===== config.mk =====
export PLATFORM = sky130hd
export DESIGN_NAME = dct_transpose_reader
export DESIGN_NICKNAME = d
export VERILOG_FILES = /design/src/rtl/dct_pkg.sv /design/src/rtl/fifo_read_pacer.sv /design/src/rtl/dct_transpose_reader.sv
export SDC_FILE = /design/constraint.sdc
export NUM_CORES = 1
export LEC_CHECK = 0
export BUFFER_PORTS_ARGS = -buffer_cell sky130_fd_sc_hd__clkbuf_2
export CORE_MARGIN = 10
export CORE_UTILIZATION = 28
export CTS_CLUSTER_SIZE = 30
export DETAILED_ROUTE_END_ITERATION = 8
export PLACE_DENSITY = 0.46
export SLEW_MARGIN = 20
export SYNTH_ARGS = -nofsm -noshare
export SYNTH_HDL_FRONTEND = slang
export SYNTH_SLANG_ARGS = --single-unit

===== constraint.sdc =====
create_clock -name clk -period 14.9 [get_ports clk]
set_input_delay 0 -clock clk [delete_from_list [all_inputs] [get_ports clk]]
set_output_delay 0 -clock clk [all_outputs]
set_load 0.03 [all_outputs]

===== src/rtl/dct_pkg.sv =====
// Shared constants and FSM state type for the row-to-column DCT transpose reader.
package dct_pkg;
    localparam int COEF_W    = 22;
    localparam int N         = 4;
    localparam int BLK_WORDS = 16;
    localparam int CNT_W     = 5;

    typedef enum logic {
        FILL  = 1'b0,
        DRAIN = 1'b1
    } state_t;
endpackage


===== src/rtl/fifo_read_pacer.sv =====
// Issues FIFO reads at most every other cycle so the registered empty flag is
// always current when sampled, and delays each read into a capture strobe.
module fifo_read_pacer
    import dct_pkg::*;
(
    input  logic             clk,
    input  logic             rst,
    input  logic             enable,
    input  logic             clear,
    input  logic             fifo_empty,
    output logic             rd_en,
    output logic             capture,
    output logic [CNT_W-1:0] rd_cnt
);
    logic             rd_en_prev_reg;
    logic [CNT_W-1:0] rd_cnt_reg;

    assign rd_en   = enable && !fifo_empty && !rd_en_prev_reg
                     && (rd_cnt_reg < CNT_W'(BLK_WORDS));
    // FIFO data is registered, so it is valid exactly one cycle after the read.
    assign capture = rd_en_prev_reg;
    assign rd_cnt  = rd_cnt_reg;

    always_ff @(posedge clk or posedge rst) begin
        if (rst) begin
            rd_en_prev_reg <= 1'b0;
            rd_cnt_reg     <= '0;
        end else begin
            rd_en_prev_reg <= rd_en;
            if (clear) begin
                rd_cnt_reg <= '0;
            end else if (rd_en) begin
                rd_cnt_reg <= rd_cnt_reg + CNT_W'(1);
            end
        end
    end
endmodule


===== src/rtl/dct_transpose_reader.sv =====
// Collects a 4x4 coefficient block from the FIFO and hands it out as four vectors.
// Build option DCT_RDR_TRANSPOSE_EN: emit columns instead of rows.
module dct_transpose_reader
    import dct_pkg::*;
(
    input  logic                  clk,
    input  logic                  rst,
    input  logic                  fifo_empty,
    output logic                  fifo_rd_en,
    input  logic [COEF_W-1:0]     fifo_dout,
    output logic                  out_valid,
    input  logic                  out_ready,
    output logic [N*COEF_W-1:0]   out_data,
    output logic                  out_last,
    output logic                  blk_busy
);
    state_t             state_reg, state_next;
    logic [1:0]         vec_reg, vec_next;
    logic [3:0]         wr_cnt_reg;
    logic [COEF_W-1:0]  m_reg [BLK_WORDS];
    logic               rd_en;
    logic               capture;
    logic               last_word;
    logic [CNT_W-1:0]   rd_cnt;

    fifo_read_pacer u_pacer (
        .clk        (clk),
        .rst        (rst),
        .enable     (state_reg == FILL),
        .clear      (last_word),
        .fifo_empty (fifo_empty),
        .rd_en      (rd_en),
        .capture    (capture),
        .rd_cnt     (rd_cnt)
    );

    assign fifo_rd_en = rd_en;
    assign last_word  = capture && (state_reg == FILL) && (wr_cnt_reg == 4'd15);
    assign blk_busy   = (state_reg == DRAIN) || (rd_cnt != '0) || rd_en;

    // m_reg is row-major: entry {row, col} holds m[row][col]; wr_cnt wraps to 0 after word 15.
    always_ff @(posedge clk or posedge rst) begin
        if (rst) begin
            wr_cnt_reg <= '0;
            for (int i = 0; i < BLK_WORDS; i++) begin
                m_reg[i] <= '0;
            end
        end else if (capture && (state_reg == FILL)) begin
            m_reg[wr_cnt_reg] <= fifo_dout;
            wr_cnt_reg        <= wr_cnt_reg + 4'd1;
        end
    end

    always_ff @(posedge clk or posedge rst) begin
        if (rst) begin
            state_reg <= FILL;
            vec_reg   <= '0;
        end else begin
            state_reg <= state_next;
            vec_reg   <= vec_next;
        end
    end

    always_comb begin
        state_next = state_reg;
        vec_next   = vec_reg;
        out_valid  = 1'b0;
        out_last   = 1'b0;
        case (state_reg)
            FILL: begin
                if (last_word) begin
                    state_next = DRAIN;
                end
            end
            DRAIN: begin
                out_valid = 1'b1;
                out_last  = (vec_reg == 2'd3);
                if (out_ready) begin
                    vec_next = vec_reg + 2'd1;
                    if (vec_reg == 2'd3) begin
                        state_next = FILL;
                    end
                end
            end
            default: begin
                state_next = FILL;
            end
        endcase
    end

    for (genvar gi = 0; gi < N; gi++) begin : g_elem
        localparam logic [1:0] EL = 2'(gi);
        logic [3:0] idx;
`ifdef DCT_RDR_TRANSPOSE_EN
        assign idx = {EL, vec_reg};
`else
        assign idx = {vec_reg, EL};
`endif
        assign out_data[gi*COEF_W +: COEF_W] = out_valid ? m_reg[idx] : '0;
    end
endmodule


[Word level (Yosys, flattened, before mapping)]
Cells that the tools add are included.
Operators by class
  $add $sub $neg: 3
  $lt $le $gt $ge: 7
  eq/ne operators: 2
  mux-type cells: 27
  bitwise logic cells: 6
  reductions and logical operators: 13
Operator list (count)
  $bmux 22 s4: 4
  $bwmux 352: 1
  $mux 22: 13
  $demux 22 s4: 1
  $ge 5x5->1 const B: 5
  $not 4->5: 5
  $mux 5: 2
  $logic_and 1x1->1: 6
  $add 5x1->5 const B: 1
  $lt 5x1->1 const B: 1
  $lt 5x5->1 const B: 1
  $mux 1: 5
  $reduce_bool 5->1: 1
  $add 4x1->4 const B: 1
  $eq 4x4->1 const B: 1
  $add 2x1->2 const B: 1
  $eq 2x2->1 const B: 1
  $logic_not 1->1: 2
  $logic_or 1x1->1: 2
  $pmux 1 s2: 1
  $reduce_and 2->1: 1
  $reduce_bool 2->1: 1
  $not 1->1: 1
Storage, ports and cells
  register bits after elaboration: 365
  input port bits: 26
  output and inout port bits: 92
  logic and storage cells: 79

[Logic depth before layout (Yosys ltp)]
  depth after elaboration: 6
  depth in mapped cells: 6
  gate-level depth less buffers: 5

[Cells and area by module]
A second synthesis with hierarchy kept.
Unflattened totals
  cell total of the unflattened synthesis: 1046
  area total of the unflattened synthesis: 16595.9 µm²
Modules (own cells, without submodules)
  dct_transpose_reader: times used 1, cells an instance 1021, area an instance 16301.9 µm², sequential area each 8983.6 µm²
  fifo_read_pacer: times used 1, cells an instance 25, area an instance 294.0 µm², sequential area each 150.1 µm²

[Worst setup path before layout]
OpenSTA, ideal clock, no wires.
  kind: reg-to-reg
  from: register state_reg
  to: register u_pacer.rd_cnt_reg[2], in the netlist u_pacer.rd_cnt[2]
  setup time: 0.101 ns
  data arrival time: 1.711 ns
  required time: 14.799 ns
  setup slack: 13.088 ns
  cell stages (with the launch flop): 5
  path buffers: 0
  clock period less this slack: 1.812 ns
  cells stage by stage: dfrtp_1 -> or4_4 -> inv_1 -> nor2_1 -> nor4_1
On the way
  word-level cells in the longest chain between the ends: 5
  elaborated cells on any way between the ends: 8
  those cells by class: 1 x mux; 1 x bitwise; 6 x reduce/logical
RTL lines
  start: declaration: RTL line dct_transpose_reader.sv:17  | state_t state_reg, state_next;
  start signal: assignment: RTL line dct_transpose_reader.sv:59  | state_reg <= state_next;
  $not 1->1
  $logic_and 1x1->1 (2 in a row): RTL line fifo_read_pacer.sv:18  | assign rd_en = enable && !fifo_empty && !rd_en_prev_reg
  $logic_and 1x1->1: RTL line fifo_read_pacer.sv:19  | && (rd_cnt_reg < CNT_W'(BLK_WORDS));
  named net fifo_rd_en: RTL line dct_transpose_reader.sv:9  | output logic fifo_rd_en,
  $reduce_bool 2->1 (no line)
  end signal: assignment: RTL line fifo_read_pacer.sv:33  | rd_cnt_reg <= rd_cnt_reg + CNT_W'(1);
  end: declaration: RTL line fifo_read_pacer.sv:16  | logic [CNT_W-1:0] rd_cnt_reg;
The timed path passes the listed nets, and every way through them passes these cells.
A chain may end at the register's enable or synchronous reset.

[Final worst setup path]
  from: register vec_reg[0]
  to: output port out_data[54]
On the way
  word-level cells in the longest chain between the ends: 5
RTL lines
  start: declaration: RTL line dct_transpose_reader.sv:18  | logic [1:0] vec_reg, vec_next;
  start signal: assignment: RTL line dct_transpose_reader.sv:60  | vec_reg <= vec_next;
  $not 4->5 (implied by the code): RTL line dct_transpose_reader.sv:99  | assign out_data[gi*COEF_W +: COEF_W] = out_valid ? m_reg[idx] : '0;
  $bmux 22 s4: RTL line dct_transpose_reader.sv:99
  $mux 22 (implied by the code) (2 in a row): RTL line dct_transpose_reader.sv:99
  $mux 22: RTL line dct_transpose_reader.sv:99
  end: declaration: RTL line dct_transpose_reader.sv:13  | output logic [N*COEF_W-1:0] out_data,
Every way passes these cells. The select of a mux whose other input is x is not followed.

==> impl_results.html <==
<table>
<tr><th>Metric</th><th>Value</th></tr>
<tr><th colspan="2">Drt</th></tr>
<tr><td>Routed length per placed instance</td><td>22.4 um</td></tr>
<tr><td>Total via count after detailed routing</td><td>9274</td></tr>
<tr><td>Count of antenna-violating nets left after detailed routing</td><td>0</td></tr>
<tr><td>Average vias per placed instance</td><td>between 4 and 5</td></tr>
<tr><td>Wirelength, routed</td><td>43.9 mm</td></tr>
<tr><td>Number of iterations in the first detailed-routing pass</td><td>4</td></tr>
<tr><td>Number of remaining DRC errors</td><td>0</td></tr>
<tr><td>Iteration-0 DRC Markers</td><td>456</td></tr>
<tr><th colspan="2">Timing</th></tr>
<tr><td>F_max</td><td>290 MHz</td></tr>
<tr><td>Number of hold violations in the final report</td><td>0</td></tr>
<tr><td>Final Skew</td><td>between 0.02 and 0.03 ns</td></tr>
<tr><td>Fin crit period</td><td>3.45 ns</td></tr>
<tr><td># setup viols final</td><td>0</td></tr>
<tr><td>RSZ-0062 raised after global routing</td><td>false</td></tr>
<tr><td>Setup TNS</td><td>0 ns</td></tr>
<tr><td>Slew at the pin with the worst max-slew slack</td><td>1.01 ns</td></tr>
<tr><td>Max transition margin</td><td>0.324</td></tr>
<tr><td>Final period util</td><td>0.232</td></tr>
<tr><td>Max Slew Vio Count</td><td>0</td></tr>
<tr><th colspan="2">Critical path</th></tr>
<tr><td>Critical path required time</td><td>14.90 ns</td></tr>
<tr><td>Worst Path Buf+Inv</td><td>2</td></tr>
<tr><td>Delay of the slowest cell on the worst path</td><td>1.10 ns</td></tr>
<tr><td>Worst setup startpoint</td><td>vec_reg[0]</td></tr>
<tr><td>Crit-path slowest cell</td><td>sky130_fd_sc_hd__dfrtp_4</td></tr>
<tr><td>Arrival time at the worst endpoint</td><td>3.45 ns</td></tr>
<tr><td>Critical setup path kind</td><td>register to primary output</td></tr>
<tr><td>Startpoint type of the worst setup path</td><td>register</td></tr>
<tr><td>Element type at the critical path end</td><td>primary output</td></tr>
<tr><td>Largest fanout on the critical path</td><td>46</td></tr>
<tr><td>Critical path's top delay family</td><td>flip-flops</td></tr>
<tr><td>Crit-path cells</td><td>buf_6, mux4_2, and2_1, clkbuf_2</td></tr>
<tr><td>Startpoint of the lowest-slack register-to-register path</td><td>state_reg</td></tr>
<tr><th colspan="2">Logic synthesis</th></tr>
<tr><td>Total nets after synthesis</td><td>1080</td></tr>
<tr><td>Post-synthesis cell type count</td><td>28</td></tr>
<tr><td>Total of warnings raised by yosys</td><td>0</td></tr>
<tr><td>Average cell area after synthesis</td><td>approximately 16 um2</td></tr>
<tr><td>Post-Synthesis Cells</td><td>1047</td></tr>
<tr><td>Combined area of all synthesized cells</td><td>0.0165 mm2</td></tr>
<tr><td>Share of synthesized area occupied by flip-flops and latches</td><td>0.555</td></tr>
<tr><td>Flip-flop and latch count after synthesis</td><td>365</td></tr>
<tr><th colspan="2">Placed design</th></tr>
<tr><td>Final GP Congestion</td><td>0.695</td></tr>
<tr><td>Number of input and output port buffers inserted</td><td>117</td></tr>
<tr><td>Detailed-placement wirelength estimate</td><td>25.8 mm</td></tr>
<tr><th colspan="2">Floorplanning</th></tr>
<tr><td>Starting utilization of the core area</td><td>0.284</td></tr>
<tr><td>Die Outline Area</td><td>0.0689 mm2</td></tr>
<tr><td>Vertical die dimension</td><td>about 260 um</td></tr>
<tr><td>Top Ports</td><td>118</td></tr>
<tr><td>Core area</td><td>between 0.05 and 0.06 mm2</td></tr>
<tr><td>Die Wd</td><td>263 um</td></tr>
<tr><td>Number of cell rows</td><td>88</td></tr>
<tr><th colspan="2">GRT</th></tr>
<tr><td>Number of global-route vias before repair</td><td>10100</td></tr>
<tr><td>Total GRT Usage</td><td>0.126</td></tr>
<tr><td>Largest net degree at the start of global routing</td><td>110</td></tr>
<tr><td>First-pass GRT wire length</td><td>67.3 mm</td></tr>
<tr><td>Residual overflow from global routing</td><td>0</td></tr>
<tr><td>Initial antenna violation count</td><td>1</td></tr>
<tr><th colspan="2">Clock tree</th></tr>
<tr><td>Count of instances resized after the clock tree is built</td><td>0</td></tr>
<tr><td>Clock latency reported for the late side of the worst-skew pair</td><td>0.56 ns</td></tr>
<tr><td>Clock tree root buffer cell</td><td>sky130_fd_sc_hd__clkbuf_16</td></tr>
<tr><td>Clock input transition at the sequential cells of the worst setup and hold paths</td><td>0.06 ns</td></tr>
<tr><td>Number of levels the H-tree was split into</td><td>2</td></tr>
<tr><td>TritonCTS clock tree</td><td>done</td></tr>
<tr><td>Number of buffers created by CTS</td><td>42</td></tr>
<tr><td>Number of buffers between clock root and the deepest sink</td><td>3</td></tr>
<tr><td>Sinks on Clock Net</td><td>365</td></tr>
<tr><th colspan="2">Final layout</th></tr>
<tr><td>Number of nets at the end of the flow</td><td>1197</td></tr>
<tr><td>Max FFs per register</td><td>352</td></tr>
<tr><td>Antenna diode instance count</td><td>0</td></tr>
<tr><td>Final Util</td><td>0.334</td></tr>
<tr><td>Fill cells</td><td>~5700</td></tr>
<tr><td>Area added between synthesis and finish</td><td>17.5%</td></tr>
<tr><td>Most frequent standard cell in the layout excluding fill and tap cells</td><td>sky130_fd_sc_hd__dfrtp_1</td></tr>
<tr><td>Most frequent cells in the layout</td><td>362 x sky130_fd_sc_hd__dfrtp_1, 353 x sky130_fd_sc_hd__mux2_2, 117 x sky130_fd_sc_hd__clkbuf_2</td></tr>
<tr><td>Share of cells above drive strength 1</td><td>0.551</td></tr>
<tr><th colspan="2">Outcome</th></tr>
<tr><td>Outcome</td><td>finished, final reports clean</td></tr>
<tr><th colspan="2">Min path</th></tr>
<tr><td>Hold WC Path Type</td><td>input port to register</td></tr>
<tr><td>Worst Min Path Start</td><td>fifo_dout[2]</td></tr>
<tr><th colspan="2">Power</th></tr>
<tr><td>Leakage</td><td>roughly 8.6 nW</td></tr>
<tr><td>Maximum VDD drop</td><td>0.0000744 V</td></tr>
<tr><td>Overall power</td><td>4.14 mW</td></tr>
<tr><td>Cell Pwr Density</td><td>214 mW/mm2</td></tr>
<tr><th colspan="2">Run</th></tr>
<tr><td>Max-cap check violation count</td><td>0</td></tr>
</table>
[final cells by class]
type	count	area (um2)	area share
well taps	765	957	0.0495
clock buffers	65	1250	0.0645
flip-flops and latches	365	9140	0.472
multi-input cells	591	6940	0.359
clock inverters	10	83.8	0.00433
inverters	6	30.0	0.00155
repair buffers	158	951	0.0491
[routing by layer]
metal,share of wire,global-route usage,routed length (um)
met1,0.47,0.172,20600
met2,0.48,0.204,21000
met3,0.032,0.0215,1420
met4,0.020,0.0335,863
met5,0,0,0
[worst paths after layout]
path / slack, ns / cells after the start / endpoint
max in group asynchronous: 12.64 / 5 / m_reg[351]
min reg2reg: 0.50 / 1 / m_reg[171]
min: 0.04 / 2 / m_reg[310]
max: 11.45 / 4 / out_data[54]
max reg2reg: 11.70 / 5 / m_reg[294]
min in group asynchronous: 0.13 / 3 / m_reg[18]
[where the power goes]
group / leakage (nW) / switching [mW] / internal [mW]
sequential: 4.64 / 0.290 / 1.44
combinational: 3.30 / 0.608 / 0.795
clock: 0.652 / 0.418 / 0.593
[metrics by stage]
| stage | area, um2 | instances | setup slack, ns | hold WS [ns] |
|---|---|---|---|---|
| 3_3_place_gp | 17800 | 1865 | 11.62 | 0.219 |
| 3_5_place_dp | 17800 | 1865 | 11.58 | 0.218 |
| 4_1_cts | 19300 | 1960 | 11.02 | 0.00191 |
| 6_report | 19400 | 1960 | 11.45 | 0.0378 |
| 5_1_grt | 19400 | 1960 | 11.19 | 0.0251 |
| 2_1_floorplan | 16500 | 1047 | 4.77 | 0.152 |
[cell families after synthesis]
group / after synthesis / share of synthesized area
flops: 365 / 0.555
mux: 441 / 0.362
xor+xnor: 5 / 0.00266
fa+ha+maj: 7 / 0.00532
compound gates: 6 / 0.00220
simple gates: 132 / 0.0473
buf+inv: 91 / 0.0262
[synth_stat cells, drive strengths merged]
library cell,n,area share
a21o,1,0.00046
nor3,1,0.00030
nand2b,2,0.00076
nand4,1,0.00038
mux4,88,0.12
nor2b,1,0.00038
mux2,353,0.24
inv,6,0.0014
or4,1,0.00068
o21ai,2,0.00061
nand3,5,0.0015
nor4,2,0.00076
and2,89,0.034
clkbuf,32,0.0073
nand2,6,0.0014
ha,7,0.0053
and3,1,0.00038
nand3b,5,0.0023
a21oi,2,0.00061
a41oi,1,0.00053
or3,1,0.00038
xnor2,5,0.0027
nor2,17,0.0043
dfrtp,365,0.55
buf,53,0.018
[what timing repair did]
action | in CTS | in global routing
hold endpoints to repair | 362 | 0
hold buffers | 20 | 0
setup buffers | 0 | 0
[worst reg2reg max path, delay by kind of cell (launching register included)]
family,cells,cell delay (ns)
buffers and inverters,2,1.08
DFF,1,0.66
muxes,1,0.37
and+or+nand+nor,2,0.99
No activity file was read; power rests on OpenSTA's default activity.
